--- src/rtl/fir_tdm_pkg.sv ---
// rtl/fir_tdm_pkg.sv - shared types, width helpers and constants for the TDM FIR filter
package fir_tdm_pkg;

  typedef enum logic [1:0] {
    IDLE,
    MAC,
    OUT
  } fir_state_e;

  // Coefficient value loaded at reset; all-ones taps make a moving-sum filter.
  localparam int DEFAULT_COEF = 1;

  function automatic int clog2(input int v);
    int r;
    r = 0;
    for (int i = 0; i < 31; i++) begin
      if ((1 << i) < v) r = i + 1;
    end
    return r;
  endfunction

  // A single channel still needs a one-bit channel field.
  function automatic int ch_width(input int channels);
    return (clog2(channels) < 1) ? 1 : clog2(channels);
  endfunction

  // Full-precision width: product width plus one bit per doubling of taps.
  function automatic int acc_width(input int data_w, input int coef_w, input int taps);
    return data_w + coef_w + clog2(taps);
  endfunction

endpackage

--- src/rtl/fir_mac.sv ---
// rtl/fir_mac.sv - shared signed multiply-accumulate unit
// Ports:
//   clk, reset : clock, synchronous active-high reset
//   a, b       : signed sample and coefficient operands
//   clr        : zero the accumulator register
//   en         : add a*b into the accumulator register
//   acc        : running sum including this cycle's product when en=1
module fir_mac #(
  parameter int DATA_W = 14,
  parameter int COEF_W = 16,
  parameter int ACC_W  = 34
) (
  input  logic                     clk,
  input  logic                     reset,
  input  logic signed [DATA_W-1:0] a,
  input  logic signed [COEF_W-1:0] b,
  input  logic                     clr,
  input  logic                     en,
  output logic signed [ACC_W-1:0]  acc
);

  localparam int PROD_W = DATA_W + COEF_W;
  localparam int EXT_W  = ACC_W - PROD_W;

  logic signed [PROD_W-1:0] prod;
  logic signed [ACC_W-1:0]  prod_ext;
  logic signed [ACC_W-1:0]  acc_q;

  assign prod     = a * b;
  assign prod_ext = {{EXT_W{prod[PROD_W-1]}}, prod};

  // Exposing the sum that includes the current product lets the caller
  // capture the final result on the same edge as the last tap.
  assign acc = acc_q + (en ? prod_ext : '0);

  always_ff @(posedge clk) begin
    if (reset) begin
      acc_q <= '0;
    end else if (clr) begin
      acc_q <= '0;
    end else if (en) begin
      acc_q <= acc;
    end
  end

endmodule

--- src/rtl/fir_filter_tdm.sv ---
// rtl/fir_filter_tdm.sv - multi-channel time-multiplexed FIR filter with one shared MAC
// Ports:
//   clk, reset            : clock, synchronous active-high reset
//   in_valid/in_ready     : sample handshake; in_data signed sample, in_chan its channel
//   out_valid/out_ready   : result handshake; out_data signed full-precision sum, out_chan
//   coef_we/coef_addr/coef_data : coefficient write (tap 0 = newest sample)
//   coef_ready            : coefficient writes are honoured this cycle
//   err_chan              : one-cycle pulse when a sample for a nonexistent channel is dropped
module fir_filter_tdm
  import fir_tdm_pkg::*;
#(
  parameter int DATA_W   = 14,
  parameter int COEF_W   = 16,
  parameter int TAPS     = 16,
  parameter int CHANNELS = 2,
  localparam int CH_W    = ch_width(CHANNELS),
  localparam int TAP_W   = clog2(TAPS),
  localparam int ACC_W   = acc_width(DATA_W, COEF_W, TAPS)
) (
  input  logic              clk,
  input  logic              reset,
  input  logic              in_valid,
  output logic              in_ready,
  input  logic [DATA_W-1:0] in_data,
  input  logic [CH_W-1:0]   in_chan,
  output logic              out_valid,
  input  logic              out_ready,
  output logic [ACC_W-1:0]  out_data,
  output logic [CH_W-1:0]   out_chan,
  input  logic              coef_we,
  input  logic [TAP_W-1:0]  coef_addr,
  input  logic [COEF_W-1:0] coef_data,
  output logic              coef_ready,
  output logic              err_chan
);

  localparam logic [CH_W:0]    NUM_CH   = CHANNELS[CH_W:0];
  localparam logic [TAP_W-1:0] LAST_TAP = TAP_W'(TAPS - 1);

  fir_state_e state, state_n;

  logic signed [DATA_W-1:0] dline [CHANNELS][TAPS];
  logic [TAP_W-1:0]         wptr  [CHANNELS];
  logic signed [COEF_W-1:0] coef  [TAPS];

  logic [CH_W-1:0]          cur_ch;
  logic [TAP_W-1:0]         cur_pos;
  logic [TAP_W-1:0]         tap;
  logic [TAP_W-1:0]         rd_idx;
  logic                     chan_ok;
  logic                     accept;
  logic                     mac_clr;
  logic                     mac_en;
  logic signed [ACC_W-1:0]  mac_acc;

  // Widen by one bit so a power-of-two channel count does not truncate to 0.
  assign chan_ok = ({1'b0, in_chan} < NUM_CH);

  // x[n-k] lives k slots behind the slot the current sample was written to.
  always_comb begin
    if (cur_pos >= tap) rd_idx = cur_pos - tap;
    else                rd_idx = TAP_W'(int'(cur_pos) + TAPS - int'(tap));
  end

  always_ff @(posedge clk) begin
    if (reset) state <= IDLE;
    else       state <= state_n;
  end

  always_comb begin
    state_n = state;
    accept  = 1'b0;
    mac_clr = 1'b0;
    mac_en  = 1'b0;
    case (state)
      IDLE: begin
        if (in_valid && in_ready && chan_ok) begin
          accept  = 1'b1;
          mac_clr = 1'b1;
          state_n = MAC;
        end
      end
      MAC: begin
        mac_en = 1'b1;
        if (tap == LAST_TAP) state_n = OUT;
      end
      OUT: begin
        if (out_ready) state_n = IDLE;
      end
      default: state_n = IDLE;
    endcase
  end

  fir_mac #(
    .DATA_W(DATA_W),
    .COEF_W(COEF_W),
    .ACC_W (ACC_W)
  ) u_mac (
    .clk  (clk),
    .reset(reset),
    .a    (dline[cur_ch][rd_idx]),
    .b    (coef[tap]),
    .clr  (mac_clr),
    .en   (mac_en),
    .acc  (mac_acc)
  );

  always_ff @(posedge clk) begin
    if (reset) begin
      in_ready   <= 1'b0;
      coef_ready <= 1'b0;
      out_valid  <= 1'b0;
      out_data   <= '0;
      out_chan   <= '0;
      err_chan   <= 1'b0;
      cur_ch     <= '0;
      cur_pos    <= '0;
      tap        <= '0;
      for (int c = 0; c < CHANNELS; c++) begin
        wptr[c] <= '0;
        for (int t = 0; t < TAPS; t++) dline[c][t] <= '0;
      end
      for (int t = 0; t < TAPS; t++) coef[t] <= COEF_W'(DEFAULT_COEF);
    end else begin
      in_ready   <= (state_n == IDLE);
      coef_ready <= (state_n == IDLE);
      err_chan   <= (state == IDLE) && in_valid && in_ready && !chan_ok;

      if (coef_ready && coef_we && (int'(coef_addr) < TAPS)) coef[coef_addr] <= coef_data;

      if (accept) begin
        dline[in_chan][wptr[in_chan]] <= in_data;
        wptr[in_chan] <= (wptr[in_chan] == LAST_TAP) ? '0 : wptr[in_chan] + TAP_W'(1);
        cur_pos <= wptr[in_chan];
        cur_ch  <= in_chan;
        tap     <= '0;
      end

      if (state == MAC) begin
        tap <= tap + TAP_W'(1);
        if (tap == LAST_TAP) begin
          out_data  <= mac_acc;
          out_chan  <= cur_ch;
          out_valid <= 1'b1;
        end
      end

      if (state == OUT && out_ready) out_valid <= 1'b0;
    end
  end

endmodule

--- config.mk ---
export PLATFORM = sky130hd
export DESIGN_NAME = fir_filter_tdm
export DESIGN_NICKNAME = d
export VERILOG_FILES = /design/src/rtl/fir_tdm_pkg.sv /design/src/rtl/fir_mac.sv /design/src/rtl/fir_filter_tdm.sv
export SDC_FILE = /design/constraint.sdc
export NUM_CORES = 2
export LEC_CHECK = 0
export CAP_MARGIN = 20
export CORE_MARGIN = 2
export CORE_UTILIZATION = 45
export DETAILED_ROUTE_END_ITERATION = 8
export SYNTH_ARGS = -nofsm -noshare
export SYNTH_HDL_FRONTEND = slang
export SYNTH_HIERARCHICAL = 1
export SYNTH_SLANG_ARGS = --single-unit
--- constraint.sdc ---
create_clock -name clk -period 10.2 [get_ports clk]
set_input_delay 1.02 -clock clk [delete_from_list [all_inputs] [get_ports clk]]
set_output_delay 1.02 -clock clk [all_outputs]
set_load 0.02 [all_outputs]
Word-level counts from Yosys, hierarchy flattened
Memories as Yosys holds them, arrays and structs flattened. A register that Yosys moved wholly into a read port is not among the register bits.
Index checks and enable logic that the tools add are counted.

word-level totals
  register bits = 82
  bits in latches = 0
  RAM bits = 712
  memory bits (read-only) = 0
  input port bits = 40
  output and inout port bits = 39
  memories kept = 3

cells by class
  add/sub/neg operators = 6
  multipliers = 1
  divide/modulo/power cells = 0
  magnitude comparators = 4
  equal/unequal tests = 4
  shift-type cells = 0
  multiplexer cells = 39
  bitwise operators = 2
  reductions and logical operators = 13

memories
  memory  depth  width  read ports  clocked after Yosys merged registers in  wr ports  RTL line              source
  dline   2      224    1           1                                        2         fir_filter_tdm.sv:42  logic signed [DATA_W-1:0] dline [CHANNELS][TAPS];
  coef    16     16     1           1                                        16        fir_filter_tdm.sv:44  logic signed [COEF_W-1:0] coef [TAPS];
  wptr    2      4      1           0                                        2         fir_filter_tdm.sv:43  logic [TAP_W-1:0] wptr [CHANNELS];

operators with widths
  cell                                                                           count
  224-bit two-way mux                                                            3
  224-bit OR reduction                                                           1
  14-bit binary-select mux with 4-bit select                                     1
  14-bit demux with 4-bit select                                                 1
  14-bit two-way mux                                                             3
  34-bit adder                                                                   1
  34-bit two-way mux                                                             1
  4-bit two-way mux                                                              8
  14-bit by 16-bit multiplier with 30-bit output                                 1
  1-bit two-way mux                                                              17
  16-bit two-way mux                                                             1
  16-bit OR reduction                                                            1
  4-bit by 1-bit adder with 4-bit output (second input constant)                 3
  5-bit >= comparator (second input constant)                                    2
  4-bit inverter with 5-bit output                                               2
  4-bit == test (second input constant)                                          2
  4-bit subtractor                                                               2
  2-bit two-way mux                                                              3
  2-bit case mux with 3 select lines                                             1
  5-bit by 1-bit less-than comparator with 1-bit output (second input constant)  1
  4-bit >= comparator                                                            1
  1-bit logical AND                                                              4
  2-bit zero test                                                                2
  2-bit OR reduction                                                             2
  5 further kinds                                                                5

Depth between registers and ports, before layout
  depth after elaboration = 10
  mapped depth = 47
  gate-level depth less buffers = 45

Modules after synthesis
The synthesis kept the hierarchy.

by module, submodules not included
  module          times used  cells an instance  area an instance (um^2)  sequential area each (um^2)
  fir_filter_tdm  1           2,036              33,053.0                 22,441.5
  fir_mac         1           1,331              11,537.3                 680.7

Worst setup path before layout
Ideal clock, no wire load.

  path type = register to register
  start point = reg tap[0]
  end point = reg u_mac.acc_q[33]
  arrival = 10.108 ns
  setup slack = 0.022 ns
  stages on the path, launching flop included = 45
  path buffers = 2
  clock period less this slack = 10.178 ns
  path through = dfxtp_1 -> ha_1 -> inv_1 -> fa_1 -> xor2_2 -> buf_6 -> mux4_1 -> mux2i_1 -> mux2i_1 -> mux2_2 -> clkbuf_1 -> and2_1 -> fa_1 -> inv_1 -> fa_1 -> inv_1 -> fa_1 -> inv_1 -> [... 9 more ...] -> o31a_1 -> o21ai_1 -> a211oi_1 -> o21bai_1 -> a21oi_1 -> xor2_1 -> nor2_1 -> ha_1 -> o21ai_1 -> a21o_1 -> or2_0 -> o221a_2 -> nand2b_2 -> o311a_1 -> o211ai_2 -> xnor2_1 -> or3_1 -> a21oi_1

on the way
  longest elaborated chain between the ends = 9

ends and longest elaborated chain
  element                                                     RTL line               source
  start, declared                                             fir_filter_tdm.sv:48   logic [TAP_W-1:0] tap;
  start signal, assigned                                      fir_filter_tdm.sv:140  tap <= tap + TAP_W'(1);
  4-bit subtractor, or another cell as far along              fir_filter_tdm.sv:62   else rd_idx = TAP_W'(int'(cur_pos) + TAPS - int'(tap));
  4-bit two-way mux (*)                                       fir_filter_tdm.sv:61   if (cur_pos >= tap) rd_idx = cur_pos - tap;
  4-bit inverter with 5-bit output (implied by the code) (*)  fir_filter_tdm.sv:101  .a (dline[cur_ch][rd_idx]),
  14-bit binary-select mux with 4-bit select (*)              fir_filter_tdm.sv:101
  14-bit two-way mux (implied by the code) (*) (2 in a row)   fir_filter_tdm.sv:101
  14-bit by 16-bit multiplier with 30-bit output (*)          fir_mac.sv:29          assign prod = a * b;
  34-bit two-way mux (*)                                      fir_mac.sv:34          assign acc = acc_q + (en ? prod_ext : '0);
  34-bit adder (*)                                            fir_mac.sv:34
  end signal, assigned                                        fir_mac.sv:38          acc_q <= '0;
  end signal, assigned                                        fir_mac.sv:40          acc_q <= '0;
  end signal, assigned                                        fir_mac.sv:42          acc_q <= acc;
  end, declared                                               fir_mac.sv:27          logic signed [ACC_W-1:0] acc_q;

Every way passes the cells marked *; elsewhere a longest branch is shown, timed or not. The select of a mux whose other input is x is not followed.
A chain may end at the register's enable or synchronous reset.

Final worst setup path
  start point = reg cur_pos[0] (read register of wptr)
  end point = reg u_mac.acc_q[33]

on the way
  longest elaborated chain between the ends = 10

ends and longest elaborated chain
  element                                                     RTL line               source
  start, declared                                             fir_filter_tdm.sv:47   logic [TAP_W-1:0] cur_pos;
  4-bit by 1-bit adder with 4-bit output                      fir_filter_tdm.sv:62
  4-bit subtractor                                            fir_filter_tdm.sv:62
  4-bit two-way mux (*)                                       fir_filter_tdm.sv:61
  4-bit inverter with 5-bit output (implied by the code) (*)  fir_filter_tdm.sv:101
  14-bit binary-select mux with 4-bit select (*)              fir_filter_tdm.sv:101
  14-bit two-way mux (implied by the code) (*) (2 in a row)   fir_filter_tdm.sv:101
  14-bit by 16-bit multiplier with 30-bit output (*)          fir_mac.sv:29
  34-bit two-way mux (*)                                      fir_mac.sv:34
  34-bit adder (*)                                            fir_mac.sv:34

Marks and branches as above.

==> key figures <==
Yosys
  • Yosys reg bits: around 800
  • Sequential share of the synthesized area: 51.9%
  • Synth unique cells: between 80 and 90
  • Yosys warns: 6
  • Prevailing post-synth register cell: edfxtp_1
  • Ys async rst share: 0%
  • EDFF count, synth: 712
  • Cells after synthesis: ~3,400
  • Synth Net Count: 3,740
  • Synthesized area per cell: 13.2 um2
  • Post-Syn Area: 0.0446 mm2

Die
  • Die Span X: around 320 um
  • Core area: 0.0983 mm2
  • Die ar.: 0.102 mm2
  • Top Ports: 79
  • Initial core utilization: ~45%
  • Die height: 319 um
  • Row cnt: 115

STA
  • Final hold vios: 0
  • Fin crit share: 102%
  • Final Max Tran Viols: 0
  • Fin crit period: roughly 10,000 ps
  • Fin Clk Skew: about 50 ps
  • Final setup violation count: 11
  • Slew @ Worst Pin: 1110 ps
  • RSZ-0062 raised after global routing: yes
  • Slew Limit Headroom: 26.2%
  • Final hold slack: 452 ps
  • F_max: roughly 96 MHz
  • Final worst slack: -215 ps

GRT
  • Antenna violations before repair: 1
  • GRT Overall Usage: approximately 22%
  • Number of global-route vias before repair: 27,300
  • First-pass GRT wire length: 170,000 um
  • Overflow after GRT: 0
  • Largest net degree at the start of global routing: 59

Clock network
  • Reg clk slew, reported paths: 60 ps
  • CTS tree: yes
  • Max Root-Sink Buffers: 3
  • Hold_buf cts: 0
  • Root buf cell: clkbuf_16
  • CTS Sinks: 799
  • CTS Buf Count: 87
  • Clock Latency Late Sink: 680 ps
  • H-tree levels: 3

Finish
  • Antenna Cells: 0
  • Layout Utilization: 53.0%
  • Layout Cells excl Fill: between 4,000 and 5,000
  • Layout net count: 3,994
  • Layout fillers: 8,260
  • Commonest non-fill, non-tap cell in the layout: edfxtp_1
  • Share of layout cells above drive strength 1: 20.8%
  • Synth-to-layout area growth: 16.9%
  • Most frequent cells in the layout: edfxtp_1 (712), and2_1 (386), nor2_1 (324)

Placement
  • Placed Cells: 4,791
  • GPL Wtd Cong: roughly 0.85
  • Detailed placement HPWL: 78,700 um
  • Port bufs: 77
  • Pre-CTS setup slack: -518 ps

Critical path
  • CP bufs+invs: 13
  • Critical Path AT: 11,020 ps
  • R2R Path End: u_mac/acc_q[33]
  • Worst path required time: 10,810 ps
  • Critical path class: register to register
  • Max stage delay on crit path: 890 ps
  • Launch point of the worst path: cur_pos[0]
  • Reg2Reg Setup Slack: -220 ps
  • CP endpoint kind: register
  • CP startpoint kind: register
  • End of the critical path: u_mac/acc_q[33]
  • CP max stage cell: fa_4
  • Worst r2r src: cur_pos[0]
  • Critical Path Fanout Max: 8
  • CP delay by family, top: adder cells
  • WP depth: 45
  • R2R cell count: 45

Drt
  • Vias after detailed routing: 26,800
  • Drt drc: 0
  • Post-route ant nets: 0
  • Vias per cell: 5.37
  • Initial drt markers: 2,076
  • WL/cell: 22.0 um
  • DR pass1 iterations: 5
  • DRT Wirelength: 110,000 um

Outcome
  • Failing checks: setup timing
  • Status: finished, violations left

Job
  • Max-cap check violation count: 0

Worst hold path
  • Hold/Removal Path Class: register to register
==> layout make-up <==
type | instances | area (um2) | share of cell area [%]
clock inverter | 55 | 542 | 1.04
inverter | 281 | 1060 | 2.03
tap | 1287 | 1610 | 3.09
multi-input combinational | 2077 | 20100 | 38.6
sequential | 799 | 23100 | 44.4
timing repair buffer | 375 | 3410 | 6.55
clock buffer | 106 | 2260 | 4.34
==> registers in the layout, summed over array words and instances, names as in the netlist, named ones only <==
register and count:
cur_pos 4, u_mac/acc_q 34, coef 256, tap 4, out_data 34, wptr 8, coef_ready 1, out_chan 1
cur_ch 1, out_valid 1, state 2, dline 448
==> worst reg2reg max path, delay by kind of cell, from the launching register on <==
| kind | cells | cell delay, ps |
|---|---|---|
| buf+inv | 13 | 1260 |
| simple gates | 6 | 1270 |
| compound gates | 10 | 1890 |
| fa+ha+maj | 10 | 4220 |
| flops | 1 | 320 |
| mux | 5 | 1280 |
| xor+xnor | 1 | 100 |
==> cells by family after synthesis <==
logic type	synth area share [%]
AND/OR/NAND/NOR	12.4
flip-flops	51.9
buffers and inverters	4.59
adder cells (fa/ha/maj)	13.1
multiplexers	12.8
AO/OA/AOI/OAI	3.91
XOR/XNOR	1.36
other	0.00841
==> how the worst min path moves through the flow <==
stage / start / to / slack [ps] / depth (start not counted)
after CTS: out_data[7] / out_data[7] / 450 / 2
final: out_data[7] / out_data[7] / 450 / 2
after global placement: out_data[7] / out_data[7] / 440 / 2
after detailed placement: out_data[7] / out_data[7] / 450 / 2
after floorplan: cur_ch / out_chan / 430 / 2
after global routing: out_data[11] / out_data[11] / 470 / 2
==> through the flow <==
step / TNS, ps / cell area [um2]
global placement: -3120 / 48300
finish: -846 / 52100
global route: -8430 / 52100
floorplan: 0 / 44600
CTS: -1640 / 51700
detailed placement: -5650 / 48300
==> metal layers <==
metal | vias to the layer above | track usage, % | routed length (um)
met3 | 145 | 5.43 | 8800
li1 | 12300 | - | -
met4 | 0 | 5.51 | 2410
met2 | 787 | 32.9 | 48500
met5 | - | 0 | 0
met1 | 13500 | 32.2 | 50000
==> timing repair <==
action,in CTS,in global routing
endpoints found under the setup margin,23,30
gates resized for setup,89,70
gates cloned,3,0
buffers inserted,16,11
pin swaps,61,65
==> cells in the mapped netlist (16+ instances only) <==
cell type / n / area share, %
or3_1: 19 / 0.27
a211oi_1: 16 / 0.27
buf_2: 29 / 0.33
mux2i_1: 115 / 2.6
fa_1: 221 / 9.9
nand2_1: 209 / 1.8
or2_2: 22 / 0.31
nor3_1: 16 / 0.18
inv_1: 280 / 2.4
nand2b_1: 40 / 0.56
mux4_1: 18 / 1.1
dfxtp_1: 87 / 3.9
clkbuf_1: 133 / 1.1
a21oi_1: 89 / 1.0
xor2_1: 23 / 0.45
xnor2_1: 41 / 0.81
buf_1: 27 / 0.23
ha_1: 112 / 3.1
o21bai_1: 25 / 0.42
edfxtp_1: 712 / 48
mux4_2: 174 / 8.8
nand3_1: 29 / 0.33
and2_1: 393 / 5.5
a21o_1: 27 / 0.45
nor2_1: 330 / 2.8
o21ai_0: 32 / 0.36
Power is left out: the tool's default activity adds up to more than one toggle a clock period on the data nets, which glitch-free logic cannot reach.
